$ cat src/rtl/hop_phase_nco_pkg.sv
// Shared register map, bit positions and stream FSM encoding
// for the hop-scheduled phase NCO.
package hop_phase_nco_pkg;

   localparam int OFF_INC    = 0;
   localparam int OFF_CTRL   = 4;
   localparam int OFF_STATUS = 8;

   localparam int CTRL_EN    = 0;
   localparam int CTRL_FLUSH = 1;

   localparam int STAT_OVF    = 8;
   localparam int STAT_HOP_LO = 16;

   typedef enum logic [1:0] {
      IDLE,
      RUN,
      STOPPING
   } state_t;

endpackage

$ cat src/rtl/hop_inc_fifo.sv
// Small synchronous FIFO holding pending phase increments.
// A push into a full FIFO is taken only when a pop frees a slot.
module hop_inc_fifo #(
   parameter int AW = 2,
   parameter int W  = 32
) (
   input  logic          clk,
   input  logic          reset_n,
   input  logic          push,
   input  logic          pop,
   input  logic          flush,
   input  logic [W-1:0]  din,
   output logic [W-1:0]  dout,
   output logic [AW:0]   level,
   output logic          full,
   output logic          empty
);

   localparam int DEPTH = 1 << AW;

   logic [W-1:0] mem [DEPTH];
   logic [AW:0]  wr_ptr;
   logic [AW:0]  rd_ptr;
   logic         do_pop;
   logic         do_push;

   assign level   = wr_ptr - rd_ptr;
   assign empty   = (wr_ptr == rd_ptr);
   assign full    = level[AW];
   assign do_pop  = pop && !empty && !flush;
   assign do_push = push && (!full || do_pop);
   assign dout    = mem[rd_ptr[AW-1:0]];

   always_ff @(posedge clk) begin
      if (do_push) mem[wr_ptr[AW-1:0]] <= din;
   end

   always_ff @(posedge clk or negedge reset_n) begin
      if (!reset_n) begin
         wr_ptr <= '0;
         rd_ptr <= '0;
      end else begin
         if (do_push) wr_ptr <= wr_ptr + 1'b1;
         if (flush)
            rd_ptr <= wr_ptr;
         else if (do_pop)
            rd_ptr <= rd_ptr + 1'b1;
      end
   end

endmodule

$ cat src/rtl/hop_phase_nco.sv
// Phase accumulator NCO: queued increments from CtrlPort are applied
// at sample boundaries; phase words leave on an AXI-Stream.
module hop_phase_nco
   import hop_phase_nco_pkg::*;
#(
   parameter int BASE_ADDR = 132,
   parameter int FIFO_AW   = 2,
   parameter int PHASE_W   = 32,
   parameter int OUT_W     = 16
) (
   input  logic               clk,
   input  logic               reset_n,
   input  logic               s_ctrlport_req_wr,
   input  logic               s_ctrlport_req_rd,
   input  logic [19:0]        s_ctrlport_req_addr,
   input  logic [31:0]        s_ctrlport_req_data,
   output logic               s_ctrlport_resp_ack,
   output logic [31:0]        s_ctrlport_resp_data,
   output logic [OUT_W-1:0]   m_phase_tdata,
   output logic               m_phase_tuser,
   output logic               m_phase_tvalid,
   input  logic               m_phase_tready,
   output logic [15:0]        hop_count
);

   localparam logic [19:0] ADDR_INC  = 20'(BASE_ADDR + OFF_INC);
   localparam logic [19:0] ADDR_CTRL = 20'(BASE_ADDR + OFF_CTRL);
   localparam logic [19:0] ADDR_STAT = 20'(BASE_ADDR + OFF_STATUS);

   state_t             state;
   logic               en;
   logic               ovf;
   logic [PHASE_W-1:0] acc;
   logic [PHASE_W-1:0] inc;

   logic               wr;
   logic               rd;
   logic               wr_inc;
   logic               wr_ctrl;
   logic               wr_stat;
   logic               flush;
   logic               adv;
   logic               pop;
   logic [PHASE_W-1:0] f_dout;
   logic [FIFO_AW:0]   f_level;
   logic               f_full;
   logic               f_empty;
   logic [31:0]        status;

   // a simultaneous read is ignored so the cycle acts as a plain write
   assign wr      = s_ctrlport_req_wr;
   assign rd      = s_ctrlport_req_rd && !s_ctrlport_req_wr;
   assign wr_inc  = wr && (s_ctrlport_req_addr == ADDR_INC);
   assign wr_ctrl = wr && (s_ctrlport_req_addr == ADDR_CTRL);
   assign wr_stat = wr && (s_ctrlport_req_addr == ADDR_STAT);
   assign flush   = wr_ctrl && s_ctrlport_req_data[CTRL_FLUSH];

   assign adv = (state == RUN) && en
             && (!m_phase_tvalid || m_phase_tready);
   assign pop = adv && !f_empty && !flush;

   always_comb begin
      status = '0;
      status[FIFO_AW:0] = f_level;
      status[STAT_OVF] = ovf;
      status[STAT_HOP_LO +: 16] = hop_count;
   end

   hop_inc_fifo #(
      .AW (FIFO_AW),
      .W  (PHASE_W)
   ) u_fifo (
      .clk     (clk),
      .reset_n (reset_n),
      .push    (wr_inc),
      .pop     (pop),
      .flush   (flush),
      .din     (s_ctrlport_req_data[PHASE_W-1:0]),
      .dout    (f_dout),
      .level   (f_level),
      .full    (f_full),
      .empty   (f_empty)
   );

   always_ff @(posedge clk or negedge reset_n) begin
      if (!reset_n) begin
         s_ctrlport_resp_ack  <= 1'b0;
         s_ctrlport_resp_data <= '0;
         en                   <= 1'b0;
         ovf                  <= 1'b0;
      end else begin
         s_ctrlport_resp_ack  <= wr || s_ctrlport_req_rd;
         s_ctrlport_resp_data <= '0;
         if (rd && s_ctrlport_req_addr == ADDR_STAT)
            s_ctrlport_resp_data <= status;
         else if (rd && s_ctrlport_req_addr == ADDR_CTRL)
            s_ctrlport_resp_data <= {31'b0, en};
         if (wr_ctrl) en <= s_ctrlport_req_data[CTRL_EN];
         if (wr_inc && f_full && !pop)
            ovf <= 1'b1;
         else if (wr_stat && s_ctrlport_req_data[STAT_OVF])
            ovf <= 1'b0;
      end
   end

   always_ff @(posedge clk or negedge reset_n) begin
      if (!reset_n) begin
         state          <= IDLE;
         acc            <= '0;
         inc            <= '0;
         m_phase_tvalid <= 1'b0;
         m_phase_tdata  <= '0;
         m_phase_tuser  <= 1'b0;
         hop_count      <= '0;
      end else begin
         case (state)
            IDLE: begin
               if (en) state <= RUN;
            end
            RUN: begin
               if (!en) begin
                  if (m_phase_tvalid && !m_phase_tready) begin
                     state <= STOPPING;
                  end else begin
                     state          <= IDLE;
                     m_phase_tvalid <= 1'b0;
                  end
               end else if (adv) begin
                  m_phase_tvalid <= 1'b1;
                  m_phase_tdata  <= acc[PHASE_W-1 -: OUT_W];
                  // the new step shows up from the sample after the marker
                  if (pop) begin
                     inc           <= f_dout;
                     acc           <= acc + f_dout;
                     m_phase_tuser <= 1'b1;
                     hop_count     <= hop_count + 16'd1;
                  end else begin
                     acc           <= acc + inc;
                     m_phase_tuser <= 1'b0;
                  end
               end
            end
            STOPPING: begin
               if (m_phase_tready) begin
                  m_phase_tvalid <= 1'b0;
                  state          <= en ? RUN : IDLE;
               end
            end
            default: state <= IDLE;
         endcase
      end
   end

endmodule

$ cat config.mk
export PLATFORM = sky130hd
export DESIGN_NAME = hop_phase_nco
export DESIGN_NICKNAME = d
export VERILOG_FILES = /design/src/rtl/hop_phase_nco_pkg.sv /design/src/rtl/hop_inc_fifo.sv /design/src/rtl/hop_phase_nco.sv
export SDC_FILE = /design/constraint.sdc
export NUM_CORES = 1
export LEC_CHECK = 0
export BUFFER_PORTS_ARGS = -buffer_cell sky130_fd_sc_hd__buf_2
export CAP_MARGIN = 20
export CORE_ASPECT_RATIO = 1.5
export CORE_MARGIN = 2
export CORE_UTILIZATION = 53
export CTS_CLUSTER_DIAMETER = 40
export DETAILED_ROUTE_END_ITERATION = 8
export PLACE_DENSITY = 0.73
export SLEW_MARGIN = 20
export SYNTH_ARGS = -nofsm -noshare
export SYNTH_HDL_FRONTEND = slang
export SYNTH_HIERARCHICAL = 1
export SYNTH_SLANG_ARGS = --single-unit
$ cat constraint.sdc
create_clock -name clk -period 4.6 [get_ports clk]
set_input_delay 0.23 -clock clk [delete_from_list [all_inputs] [get_ports clk]]
set_output_delay 0.23 -clock clk [all_outputs]
set_load 0.03 [all_outputs]
Word-level counts from Yosys, hierarchy flattened
Memory sizes are Yosys's and may differ from the RTL's.
Index checks and enable logic that the tools add are counted.
{"block": "op_classes", "n_addsub": 6, "n_eq_ne": 11, "n_mux": 21, "n_reduce_logical": 36}
{"operator": "32-bit adder", "n": 2}
{"operator": "32-bit 2-to-1 mux", "n": 2}
{"operator": "20-bit by 8-bit equality test with 1-bit output, second input constant", "n": 3}
{"operator": "1-bit logical AND", "n": 18}
{"operator": "16-bit by 1-bit adder with 16-bit output, second input constant", "n": 1}
{"operator": "1-bit 2-to-1 mux", "n": 11}
{"operator": "2-bit 2-to-1 mux", "n": 4}
{"operator": "4-bit AND reduction", "n": 2}
{"operator": "1-bit zero test", "n": 7}
{"operator": "3-bit by 1-bit adder with 3-bit output, second input constant", "n": 2}
{"operator": "3-bit 2-to-1 mux", "n": 2}
{"operator": "2-bit != test, second input constant", "n": 3}
{"operator": "3-bit != test, second input constant", "n": 2}
{"operator": "2-bit case mux with 3 select lines", "n": 1}
{"operator": "3-bit AND reduction", "n": 2}
{"operator": "2-bit nonzero test", "n": 3}
{"operator": "3-bit equality test", "n": 1}
{"operator": "1-bit logical OR", "n": 3}
{"operator": "3-bit subtractor", "n": 1}
{"operator": "2-bit by 1-bit equality test with 1-bit output, second input constant", "n": 1}
{"operator": "2-bit equality test, second input constant", "n": 1}
{"operator": "2-bit zero test", "n": 1}
{"operator": "1-bit case mux with 2 select lines", "n": 1}
{"block": "totals", "register_bits": 141, "ram_bits": 128, "inputBits": 57, "output_inout_bits": 67, "word_cells": 88, "memories": 1}
{"memory": "u_fifo.mem", "depth": 4, "width": 32, "rd": 1, "rd_ports_with_merged_regs": 0, "wr": 1, "line_no": "hop_inc_fifo.sv:21", "text": "logic [W-1:0] mem [DEPTH];"}

Longest topological paths before layout
{"block": "logic_depth", "depth_word": 11, "ltp_mapped": 23, "depth_no_buf": 18}

Cells and area by module
Netlist, hierarchy kept.
{"mod": "hop_phase_nco", "n_inst": 1, "cells_per_inst": 747, "area_each_um2": 6635.1, "seq_area_each_um2": 3078.0}
{"mod": "hop_inc_fifo", "n_inst": 1, "cells_per_inst": 215, "area_each_um2": 5109.9, "seq_area_each_um2": 3993.8}

Worst setup path before layout
No wires, ideal clock.
{"block": "synth_timing", "kind": "flip-flop to flip-flop", "start": "register u_fifo.rd_ptr[1]", "end": "register acc[30]", "setup_ns": 0.135, "t_arrival_ns": 4.379, "required_ns": 4.465, "slack_ns": 0.085, "path_stages_with_launch": 24, "n_path_buf": 5, "synth_period_minus_slack_ns": 4.515, "path_cell_list": "dfrtp_1 -> clkbuf_1 -> buf_1 -> inv_1 -> ha_1 -> and3_2 -> a211o_2 -> buf_6 -> inv_2 -> buf_6 -> buf_2 -> nand2_1 -> nand2_1 -> ha_1 -> inv_1 -> fa_1 -> nor2b_1 -> o211ai_1 -> o211ai_1 -> a41o_1 -> a21oi_1 -> o311ai_0 -> xnor2_1 -> o21ai_0"}
{"block": "synth_via", "elab_chain_len": 5, "elab_cells_between_ends": 7, "cone_classes": "add/sub (1); eq/ne (1); mux (1); reduce/logical (3); memory (1)"}
{"item": "from (decl)", "line_no": "hop_inc_fifo.sv:23", "text": "logic [AW:0] rd_ptr;"}
{"item": "from (signal assigned)", "line_no": "hop_inc_fifo.sv:45", "text": "rd_ptr <= wr_ptr;"}
{"item": "from (signal assigned)", "line_no": "hop_inc_fifo.sv:47", "text": "rd_ptr <= rd_ptr + 1'b1;"}
{"item": "3-bit equality test", "line_no": "hop_inc_fifo.sv:28", "text": "assign empty = (wr_ptr == rd_ptr);"}
{"item": "via f_empty", "line_no": "hop_phase_nco.sv:47", "text": "logic f_empty;"}
{"item": "1-bit zero test", "line_no": "hop_phase_nco.sv:60", "text": "assign pop = adv && !f_empty && !flush;"}
{"item": "1-bit logical AND (2 in series)", "line_no": "hop_phase_nco.sv:60"}
{"item": "32-bit 2-to-1 mux", "line_no": "hop_phase_nco.sv:132", "text": "if (pop) begin"}
{"item": "to (signal assigned)", "line_no": "hop_phase_nco.sv:134", "text": "acc <= acc + f_dout;"}
{"item": "to (signal assigned)", "line_no": "hop_phase_nco.sv:138", "text": "acc <= acc + inc;"}
{"item": "to (decl)", "line_no": "hop_phase_nco.sv:33", "text": "logic [PHASE_W-1:0] acc;"}
The timed path passes the listed nets, and every way through them passes these cells.
A chain may end at the register's enable or synchronous reset.

Worst setup path in the final report
{"block": "layout_timing", "start": "register u_fifo.wr_ptr[0]", "end": "register acc[28]"}
{"block": "layout_via", "elab_chain_len": 5}
{"item": "from (decl)", "line_no": "hop_inc_fifo.sv:22", "text": "logic [AW:0] wr_ptr;"}
{"item": "from (signal assigned)", "line_no": "hop_inc_fifo.sv:43", "text": "if (do_push) wr_ptr <= wr_ptr + 1'b1;"}
{"item": "3-bit equality test", "line_no": "hop_inc_fifo.sv:28"}
{"item": "via f_empty", "line_no": "hop_phase_nco.sv:47"}
{"item": "1-bit zero test", "line_no": "hop_phase_nco.sv:60"}
{"item": "1-bit logical AND (2 in series)", "line_no": "hop_phase_nco.sv:60"}
{"item": "32-bit 2-to-1 mux", "line_no": "hop_phase_nco.sv:132"}
The timed path passes the listed nets, and every way through them passes these cells.

==> results.py <==
metrics = {
    "outcome": {
        "outcome": "finished, final reports clean",
    },
    "clock_tree": {
        "postCtsSetupRepairBufs": 0,
        "cts_tree": "yes",
        "cts_buffer_depth": 3,
        "cts_sinks": 257,
        "h-tree-depth": 1,
        "cts_buffers": 27,
        "cts-root-buf": "clkbuf_16",
        "clk_latency_ns": 0.53,
        "clk_pin_slew_ns": 0.07,
    },
    "detailed_routing": {
        "vias_per_cell": 5.445,
        "drt_first_pass_iters": 5,
        "ant_nets": 0,
        "wl_per_cell_um": 16.16,
        "via_count": 7645,
        "routed_wl_um": 22690,
        "post-route-drc-count": 0,
        "first_iter_violations": 568,
    },
    "hold_path": {
        "hp-class": "input port to flip-flop",
        "hold_start": "s_ctrlport_req_wr",
    },
    "critical_path": {
        "r2r_start": "u_fifo/wr_ptr[0]",
        "slowest_stage": "fa_1",
        "path_common_cell": "o21ai_0",
        "crit_path_end_kind": "flip-flop",
        "crit_type": "flip-flop to flip-flop",
        "critPathLaunchType": "flip-flop",
        "regToRegSetupSlack_ns": 0.45,
        "max_stage_delay_ns": 0.40,
        "cp.arrival_ns": 4.53,
        "startpoint": "u_fifo/wr_ptr[0]",
        "path_cells": "inv_1, ha_1, and3_2, a211o_2, clkinv_2, nand2_1, nand2_1, ha_1, inv_1, fa_1, nor2b_1, o21ai_0, a211oi_1, o21ba_2, o21ai_0, o21ai_0, xnor2_1, o21ai_0",
        "cp_max_fo": 27,
        "required_ns": 4.98,
    },
    "final_layout": {
        "register_area_um2": 7073,
        "finish.instance_area_um2": 13840,
        "drive_above_1_share_pct": 20.14,
        "final_cell_mix": "nand2_1 (238), dfrtp_1 (128), edfxtp_1 (128), buf_2 (110), o21ai_0 (51)",
        "final_common_cell": "nand2_1",
        "final_cells": 1404,
        "synthToLayoutAreaGrowth_pct": 17.84,
        "antennaDiodeCount": 0,
        "nFillCells": 1659,
        "multi_input_area_um2": 4363,
        "final_util_pct": 63.73,
        "nets": 1210,
    },
    "job": {
        "drv_cap": 0,
    },
    "sta": {
        "skew_ns": 0.01213,
        "tightest_slew_ns": 0.8412,
        "setup_viol": 0,
        "tns_ns": 0,
        "min_period_ns": 4.149,
        "hold_violations": 0,
        "rsz0062_at_grt": "no",
        "fmax_ghz": 0.2410,
        "holdWs_ns": 0.06200,
        "fin_ws_ns": 0.4513,
        "slew_headroom_pct": 43.92,
        "slew_viol_final": 0,
        "period_share_pct": 90.19,
    },
    "placement": {
        "post_dp_cell_area_um2": 12530,
        "portBuffers": 111,
        "preCtsSetupSlack_ns": 0.2847,
        "globalplace.congestion": 0.8832,
        "dpl.cell_count": 1318,
        "hpwl_um": 15120,
    },
    "synthesis": {
        "synthFlopType": "dfrtp_1",
        "netlist_instances": 962,
        "ys_seq_elements": 257,
        "netlist_area_um2": 11750,
        "ys_warn_count": 6,
        "async_reset_ff_share_pct": 50.19,
        "ys_types": 69,
        "ys_seq_area_share_pct": 60.21,
        "synth_edf_count": 128,
        "avgSynthCellArea_um2": 12.21,
    },
    "global_route": {
        "grt_max_degree": 82,
        "grt_usage_pct": 19.61,
        "antenna_found_initial": 0,
        "grt_pass1_wl_um": 38010,
        "grt_pass1_vias": 7783,
        "grt_overflow_total": 0,
    },
    "power_and_ir_drop": {
        "leakagePower_nw": 6.400,
        "vdd_drop_max_v": 0.0003901,
        "power.total_mw": 4.745,
        "power_density_nw_per_um2": 342.8,
    },
    "die": {
        "rows": 66,
        "ios": 124,
        "die_h_um": 186.3,
        "dieWidth_um": 125.5,
        "dieArea_um2": 23390,
        "initial_core_util_pct": 54.08,
        "core_um2": 21720,
    },
}
[metal layers]
| layer | part of all wire (%) | wire length, µm | track usage (%) |
|---|---|---|---|
| met5 | 0 | 0 | 0 |
| met4 | 2.4 | 538 | 6.111 |
| met3 | 4.2 | 960 | 2.638 |
| met2 | 52 | 11690 | 34.35 |
| met1 | 42 | 9500 | 25.38 |
[sequential cells by signal, summed over array words and instances, names as in the netlist, 2 cells and up]
signal	cells
u_fifo/mem	128
acc	32
inc	32
s_ctrlport_resp_data	20
hop_count	16
m_phase_tdata	16
u_fifo/rd_ptr	3
u_fifo/wr_ptr	3
state	2
[final timing paths]
| path | to | cells past startpoint |
|---|---|---|
| setup / recovery | acc[28] | 18 |
| hold / removal | s_ctrlport_resp_data[0] | 3 |
| setup reg to reg | acc[28] | 18 |
| hold reg to reg | m_phase_tdata[1] | 2 |
| max in group asynchronous | m_phase_tdata[5] | 3 |
| min in group asynchronous | ovf | 2 |
[power by group]
group	switching (mW)	internal, mW	leakage (nW)
registers	0.000139	2.42	2.94
logic	0.0607	0.0419	3.01
clock network	0.933	1.29	0.455
[worst max-delay path: cells and delay by family (launching register included)]
kind / cells / cell delay [ns]
AO/OA/AOI/OAI: 7 / 1.47
buffers and inverters: 3 / 0.44
AND/OR/NAND/NOR: 4 / 0.61
adder cells (fa/ha/maj): 3 / 0.91
XOR/XNOR: 1 / 0.14
flip-flops: 1 / 0.39
[final cells by class]
type | count | area share (%)
sequential | 257 | 51.10
multi-input combinational | 642 | 31.52
timing repair buffer | 165 | 7.630
clock buffer | 28 | 4.981
tap | 272 | 2.459
clock inverter | 21 | 1.781
inverter | 19 | 0.5243
[cell usage after synthesis (2+ instances only)]
library cell / count / area [µm²]
buf_6: 2 / 22.52
dfrtp_1: 129 / 3228
nand4_1: 12 / 75.07
o211ai_1: 4 / 30.03
or4_1: 4 / 30.03
edfxtp_1: 128 / 3844
a41oi_1: 2 / 17.52
mux2_2: 2 / 22.52
buf_2: 11 / 55.05
nand2_1: 238 / 893.4
nor4_1: 2 / 12.51
and4_1: 3 / 26.28
nand2b_1: 4 / 25.02
nand3b_1: 3 / 22.52
nand3_1: 18 / 90.09
nor2_1: 16 / 60.06
xor2_1: 22 / 192.7
and3_1: 11 / 68.82
or2_2: 2 / 12.51
inv_1: 18 / 67.56
mux4_2: 32 / 720.7
a211oi_1: 5 / 37.54
a21o_1: 19 / 142.6
a31oi_1: 11 / 68.82
mux2i_1: 6 / 60.06
o311ai_0: 2 / 17.52
ha_1: 39 / 488.0
o21bai_1: 2 / 15.01
a21boi_0: 3 / 22.52
a21oi_1: 29 / 145.1
and2_1: 24 / 150.1
buf_1: 3 / 11.26
o31ai_1: 2 / 15.01
nor2b_1: 4 / 25.02
nor3_1: 5 / 25.02
o21ai_0: 51 / 255.2
fa_1: 2 / 40.04
xnor2_1: 25 / 219.0
buf_4: 13 / 97.59
clkbuf_1: 25 / 93.84
[what timing repair did]
item / in CTS / in global routing
endpoints found under the setup margin: 0 / 2
endpoints found under the hold margin: 159 / 0
hold buffers: 37 / 0
resized for setup: 0 / 1
[kinds of logic (layout without fill, tap and decap cells)]
logic type	after synthesis	in the layout	share of synthesized area (%)
compound gates	140	140	7.393
xor+xnor	48	48	3.739
fa+ha+maj	41	41	4.496
buf+inv	74	233	3.036
flops	257	257	60.21
mux	41	41	6.967
other cells	1	12	0.03193
simple gates	360	360	14.13
No activity file was read; power rests on OpenSTA's default activity.
